--- src/rtl/alu_exec_stage.sv ---
// Execute stage: registered ALU results, persistent CMP/SEE flags, branch resolve, END latch, shift-add MUL.
// Latency: 1 cycle for all ops except MUL, whose product is written DATA_W cycles after acceptance.
// Backpressure: in_ready_o drops while a MUL iterates, after END (until reset) and during reset.
// Ports: clk_i/rst_i; in_valid_i/in_ready_o handshake with op_i, adr_i, a_i, b_i, cnt_i;
//        haz_i -> haz_o (1-cycle delay); wr_ena_o/wr_adr_o/wr_data_o write-back;
//        br_take_o/br_cnt_o branch; flags_o {see,gt,lt,eq}; busy_o (MUL); end_pr_o (sticky END).
module alu_exec_stage #(
    parameter int DATA_W = 16,
    parameter int ADR_W  = 4,
    parameter int CNT_W  = 12,
    parameter bit MUL_EN = 1'b1
) (
    input  logic              clk_i,
    input  logic              rst_i,
    input  logic              in_valid_i,
    output logic              in_ready_o,
    input  logic [3:0]        op_i,
    input  logic [ADR_W-1:0]  adr_i,
    input  logic [DATA_W-1:0] a_i,
    input  logic [DATA_W-1:0] b_i,
    input  logic [CNT_W-1:0]  cnt_i,
    input  logic              haz_i,
    output logic              haz_o,
    output logic              wr_ena_o,
    output logic [ADR_W-1:0]  wr_adr_o,
    output logic [DATA_W-1:0] wr_data_o,
    output logic              br_take_o,
    output logic [CNT_W-1:0]  br_cnt_o,
    output logic [3:0]        flags_o,
    output logic              busy_o,
    output logic              end_pr_o
);
    localparam int SH_W = $clog2(DATA_W);
    localparam logic [SH_W-1:0] LAST_STEP = SH_W'(DATA_W - 1);

    typedef enum logic [1:0] {ST_IDLE, ST_MUL, ST_HALT} state_e;
    typedef enum logic [3:0] {
        OP_ADD = 4'h0, OP_MOV = 4'h1, OP_CMP = 4'h2, OP_SEE = 4'h3,
        OP_OR  = 4'h4, OP_AND = 4'h5, OP_JMP = 4'h6, OP_JN  = 4'h7,
        OP_INC = 4'h8, OP_DEC = 4'h9, OP_END = 4'hA, OP_JR  = 4'hB,
        OP_SUB = 4'hC, OP_MUL = 4'hD, OP_SHL = 4'hE, OP_SHR = 4'hF
    } op_e;

    state_e            state_q,  state_d;
    logic [DATA_W-1:0] mcand_q,  mcand_d;   // multiplicand, shifted left each step
    logic [DATA_W-1:0] mplier_q, mplier_d;  // multiplier, shifted right each step
    logic [DATA_W-1:0] acc_q,    acc_d;
    logic [SH_W-1:0]   step_q,   step_d;
    logic [ADR_W-1:0]  mul_adr_q, mul_adr_d;
    logic              wr_ena_q,  wr_ena_d;
    logic [ADR_W-1:0]  wr_adr_q,  wr_adr_d;
    logic [DATA_W-1:0] wr_data_q, wr_data_d;
    logic              br_take_q, br_take_d;
    logic [CNT_W-1:0]  br_cnt_q,  br_cnt_d;
    logic [3:0]        flags_q,   flags_d;  // {see, gt, lt, eq}
    logic              haz_q;

    logic              accept;
    logic              do_wr;
    logic [DATA_W-1:0] res;
    logic [DATA_W-1:0] partial;

    assign in_ready_o = (state_q == ST_IDLE) && !rst_i;
    assign accept     = in_valid_i && in_ready_o;

    always_comb begin
        state_d   = state_q;
        mcand_d   = mcand_q;
        mplier_d  = mplier_q;
        acc_d     = acc_q;
        step_d    = step_q;
        mul_adr_d = mul_adr_q;
        wr_ena_d  = 1'b0;
        wr_adr_d  = wr_adr_q;
        wr_data_d = wr_data_q;
        br_take_d = 1'b0;
        br_cnt_d  = br_cnt_q;
        flags_d   = flags_q;
        do_wr     = 1'b0;
        res       = '0;
        // Accumulator after folding in the current multiplier bit.
        partial   = acc_q + (mplier_q[0] ? mcand_q : '0);

        case (state_q)
            ST_IDLE: begin
                if (accept) begin
                    case (op_e'(op_i))
                        OP_ADD: begin do_wr = 1'b1; res = a_i + b_i; end
                        OP_MOV: begin do_wr = 1'b1; res = b_i; end
                        OP_OR:  begin do_wr = 1'b1; res = a_i | b_i; end
                        OP_AND: begin do_wr = 1'b1; res = a_i & b_i; end
                        OP_INC: begin do_wr = 1'b1; res = b_i + DATA_W'(1); end
                        OP_DEC: begin do_wr = 1'b1; res = b_i - DATA_W'(1); end
                        OP_SUB: begin do_wr = 1'b1; res = a_i - b_i; end
                        OP_SHL: begin do_wr = 1'b1; res = a_i << b_i[SH_W-1:0]; end
                        OP_SHR: begin do_wr = 1'b1; res = a_i >> b_i[SH_W-1:0]; end
                        OP_CMP: flags_d[2:0] = {a_i > b_i, a_i < b_i, a_i == b_i};
                        OP_SEE: flags_d[3] = (a_i[4:0] == b_i[4:0]) && (a_i < b_i);
                        OP_JMP: begin br_take_d = 1'b1; br_cnt_d = cnt_i; end
                        OP_JN: begin
                            if (flags_q[2]) begin br_take_d = 1'b1; br_cnt_d = cnt_i; end
                        end
                        OP_JR: begin
                            if (flags_q[3]) begin br_take_d = 1'b1; br_cnt_d = cnt_i; end
                        end
                        OP_END: state_d = ST_HALT;
                        OP_MUL: begin
                            // Without a multiplier the op retires as a NOP.
                            if (MUL_EN) begin
                                state_d   = ST_MUL;
                                mcand_d   = a_i;
                                mplier_d  = b_i;
                                acc_d     = '0;
                                step_d    = '0;
                                mul_adr_d = adr_i;
                            end
                        end
                        default: ;
                    endcase
                    if (do_wr) begin
                        wr_ena_d  = 1'b1;
                        wr_adr_d  = adr_i;
                        wr_data_d = res;
                    end
                end
            end
            ST_MUL: begin
                acc_d    = partial;
                mcand_d  = mcand_q << 1;
                mplier_d = mplier_q >> 1;
                step_d   = step_q + SH_W'(1);
                if (step_q == LAST_STEP) begin
                    wr_ena_d  = 1'b1;
                    wr_adr_d  = mul_adr_q;
                    wr_data_d = partial;
                    state_d   = ST_IDLE;
                end
            end
            ST_HALT: ;
            default: state_d = ST_IDLE;
        endcase
    end

    always_ff @(posedge clk_i) begin
        if (rst_i) begin
            state_q   <= ST_IDLE;
            mcand_q   <= '0;
            mplier_q  <= '0;
            acc_q     <= '0;
            step_q    <= '0;
            mul_adr_q <= '0;
            wr_ena_q  <= 1'b0;
            wr_adr_q  <= '0;
            wr_data_q <= '0;
            br_take_q <= 1'b0;
            br_cnt_q  <= '0;
            flags_q   <= '0;
            haz_q     <= 1'b0;
        end else begin
            state_q   <= state_d;
            mcand_q   <= mcand_d;
            mplier_q  <= mplier_d;
            acc_q     <= acc_d;
            step_q    <= step_d;
            mul_adr_q <= mul_adr_d;
            wr_ena_q  <= wr_ena_d;
            wr_adr_q  <= wr_adr_d;
            wr_data_q <= wr_data_d;
            br_take_q <= br_take_d;
            br_cnt_q  <= br_cnt_d;
            flags_q   <= flags_d;
            haz_q     <= haz_i;
        end
    end

    assign haz_o     = haz_q;
    assign wr_ena_o  = wr_ena_q;
    assign wr_adr_o  = wr_adr_q;
    assign wr_data_o = wr_data_q;
    assign br_take_o = br_take_q;
    assign br_cnt_o  = br_cnt_q;
    assign flags_o   = flags_q;
    assign busy_o    = (state_q == ST_MUL);
    assign end_pr_o  = (state_q == ST_HALT);

endmodule

--- config.mk ---
export PLATFORM = sky130hd
export DESIGN_NAME = alu_exec_stage
export DESIGN_NICKNAME = d
export VERILOG_FILES = /design/src/rtl/alu_exec_stage.sv
export SDC_FILE = /design/constraint.sdc
export NUM_CORES = 1
export LEC_CHECK = 0
export ABC_AREA = 0
export BUFFER_PORTS_ARGS = -buffer_cell sky130_fd_sc_hd__buf_2
export CAP_MARGIN = 20
export CORE_MARGIN = 4
export CORE_UTILIZATION = 60
export DETAILED_ROUTE_END_ITERATION = 6
export GPL_ROUTABILITY_DRIVEN = 0
export GPL_TIMING_DRIVEN = 0
export PLACE_DENSITY = 0.81
export RECOVER_POWER = 25
export SLEW_MARGIN = 20
export SYNTH_ARGS = -nofsm -noshare
export SYNTH_HDL_FRONTEND = slang
export SYNTH_SLANG_ARGS = --single-unit
--- constraint.sdc ---
create_clock -name clk_i -period 6.55 [get_ports clk_i]
set_input_delay 0.9825 -clock clk_i [delete_from_list [all_inputs] [get_ports clk_i]]
set_output_delay 0.9825 -clock clk_i [all_outputs]
set_load 0.05 [all_outputs]
==> run_results.csv <==
group,metric,value,unit
status,outcome,"finished, final reports clean",
synth,synth-seq-cells,97,
synth,async_flop_share,0,
synth,synth_top_flop_cell,"dfxtp_1",
worst_setup_path,required,6.80,ns
clock_network,cts.sinks,97,
worst_setup_path,r2r_end,"wr_data_o[15]",
worst_setup_path,cp-endpoint,"wr_data_o[15]",
placement,placed_cell_area,0.00976,mm²
finish,nets,1444,
clock_network,postCtsResizedCells,0,
floorplan,die_area,0.0171,mm²
worst_setup_path,r2r-start,"mplier_q[0]",
clock_network,cts_setup_buffers,0,
clock_network,cts_root_buf,"clkbuf_16",
synth,syn-num-nets,1337,
synth,yosysSeqAreaShare,0.215,
global_routing,grt_pass1_vias,9249,
finish,diodes,0,
synth,ys_top_cells_by_area,"dfxtp_1 (21%), ha_1 (11%), nor2_1 (6.9%)",
clock_network,cts_tree,"yes",
worst_setup_path,reg2reg_depth,11,
placement,dp_slack,1.45,ns
floorplan,num_rows,44,
synth,synthTopCellsByCount,"nor2_1 (166), nand2_1 (138), dfxtp_1 (97)",
worst_setup_path,path_class,"input pin to flop",
detailed_routing,wl,30.7,mm
finish,layoutNonFillerInstCount,1493,
detailed_routing,vias,9990,
synth,synth-warning-count,0,
detailed_routing,drc,0,
floorplan,initial_core_util,0.617,
worst_setup_path,cp-startpoint,"a_i[8]",
sta,skew,0.0158,ns
hold_path,min-delay-start,"mul_adr_q[3]",
floorplan,die_h,131,µm
global_routing,antenna_found_initial,0,
worst_setup_path,worst_ep_arrival_time,5.13,ns
global_routing,grt-ovfl-total,0,
synth,synth_cells,1197,
finish,design_area,0.0100,mm²
worst_setup_path,path_max_fanout,10,
synth,synth_top_area_frac,0.215,
detailed_routing,wl_per_cell,20.6,µm
clock_network,clk_latency,0.36,ns
sta,slew_headroom,0.343,
finish,finish.utilization,0.684,
sta,slew_violations,0,
synth,syn_avg_cell_area,7.55,µm²
hold_path,min_path_type,"flop to flop",
sta,worst-slew-pin-transition,0.976,ns
worst_setup_path,r2r_setup_slack,2.98,ns
placement,dp.cells,1477,
sta,period_minus_slack,4.88,ns
sta,hold_violations,0,
clock_network,ctsHoldBuffers,0,
placement,port_buffers,96,
sta,setup_tns,0,ns
floorplan,pin_count,98,
sta,fin_crit_sh,0.745,
synth,yosysUniqueCellTypes,74,
clock_network,cts_made_buffers,9,
global_routing,grt_pass1_wl,47.8,mm
finish,area_delta_synth_final,10.8,%
synth,syn_area,0.00904,mm²
synth,netlist.top_cell.by_area,"dfxtp_1",
placement,dp_hpwl,24.2,mm
synth,synth_edf_count,0,
clock_network,clk_pin_slew_worst_paths,0.08,ns
clock_network,cts_buffer_depth,2,
floorplan,core_area,0.0146,mm²
finish,final_layout_size_suffix_gt1_frac,0.105,
power_and_ir_drop,peakVddDrop,0.128,mV
worst_setup_path,cp-end-kind,"flop",
detailed_routing,via_per_inst,6.69,
sta,rsz0062_at_grt,"no",
sta,fmax,205,MHz
detailed_routing,drtPass1Iterations,5,
detailed_routing,ant_nets,0,
global_routing,grtUsageTotal,0.357,
clock_network,cts.htree.levels,3,
sta,setup-violations-final,0,
job,cap_violations,0,
detailed_routing,dr.first_iter.drc_count,1041,
sta,fin_ws,1.67,ns
global_routing,grt_max_degree,21,
worst_setup_path,cp-start-kind,"input pin",
floorplan,die_w,131,µm
synth,synth.most_common_cell,"nor2_1",
power_and_ir_drop,power_density,167,mW/mm²
power_and_ir_drop,p_leak,4.05,nW
layer usage:
layer  share of wire  GRT usage
met3            0.12     0.0825
met4           0.068      0.224
met1            0.37      0.447
met2            0.44      0.556
met5               0          0
area by class of cell:
type / instances / area [µm²]
Buffer: 85 / 353
Clock buffer: 9 / 225
Clock inverter: 7 / 81.3
Fill cell: 1323 / 4630
Inverter: 56 / 210
Multi-Input combinational cell: 959 / 6540
Sequential cell: 97 / 1940
Tap cell: 184 / 230
Timing Repair Buffer: 96 / 439
worst min path at each step:
stage / cells after the start / end / slack (ns)
after CTS: 2 / acc_q[3] / 0.46
after detailed placement: 2 / acc_q[3] / 0.45
after global placement: 2 / acc_q[3] / 0.45
final: 2 / wr_adr_o[3] / 0.46
after floorplan: 2 / acc_q[0] / 0.44
after global routing: 2 / acc_q[14] / 0.49
critical path, stage by stage:
cell and delay [ns]:
buf_2 0.13, buf_6 0.14, or4_4 0.60, or3_1 0.37, nor3_1 0.25, xnor2_1 0.15
o21ai_0 0.10, ha_1 0.44, nand2_1 0.10, or3_1 0.40, a211oi_1 0.53, nor3_1 0.15
or3_1 0.39, nand3_1 0.08, a21oi_1 0.07, o31a_1 0.23
cells in the final DEF (no fill, tap or decap), types with 21 or more instances in the layout:
cell,Yosys,routed
clkbuf_1,64,98
inv_1,53,53
ha_1,81,81
o21ai_0,61,61
buf_2,14,77
a21oi_1,66,66
mux2i_1,32,32
nor3_1,42,42
a211oi_1,22,22
nand2_1,138,138
and2_1,21,21
a311oi_1,43,43
nor2_1,166,166
xnor2_1,30,30
dfxtp_1,97,97
sequential cells by signal, summed over array words and instances (netlist names), 2 cells and up:
signal     flops
acc_q         16
mcand_q       16
mplier_q      16
wr_data_o     16
br_cnt_o      12
flags_o        4
mul_adr_q      4
step_q         4
wr_adr_o       4
state_q        2
where the power goes:
| part | leakage (nW) | switching (W) | internal (W) |
|---|---|---|---|
| clock network | 0.150 | 0.000262 | 0.000272 |
| registers | 0.786 | 0.00000818 | 0.000604 |
| logic | 3.11 | 0.000347 | 0.000184 |
| total | 4.05 | 0.000617 | 0.00106 |
cell families (layout without fill, tap and decap cells):
| kind of cell | after synthesis | after routing | synth area share |
|---|---|---|---|
| AO/OA/AOI/OAI | 316 | 316 | 0.240 |
| XOR/XNOR | 40 | 40 | 0.0388 |
| adder cells (fa/ha/maj) | 84 | 84 | 0.119 |
| buffers and inverters | 141 | 253 | 0.0627 |
| flip-flops | 97 | 97 | 0.215 |
| multiplexers | 56 | 56 | 0.0919 |
| AND/OR/NAND/NOR | 463 | 463 | 0.233 |
metrics by stage:
step / hold slack [ns] / total power [W]
after floorplan: 0.441 / 0.000984
after global placement: 0.448 / 0.00113
after detailed placement: 0.455 / 0.00114
after CTS: 0.463 / 0.00167
after global routing: 0.490 / 0.00174
final: 0.461 / 0.00168
No activity file was read; power rests on OpenSTA's default activity.
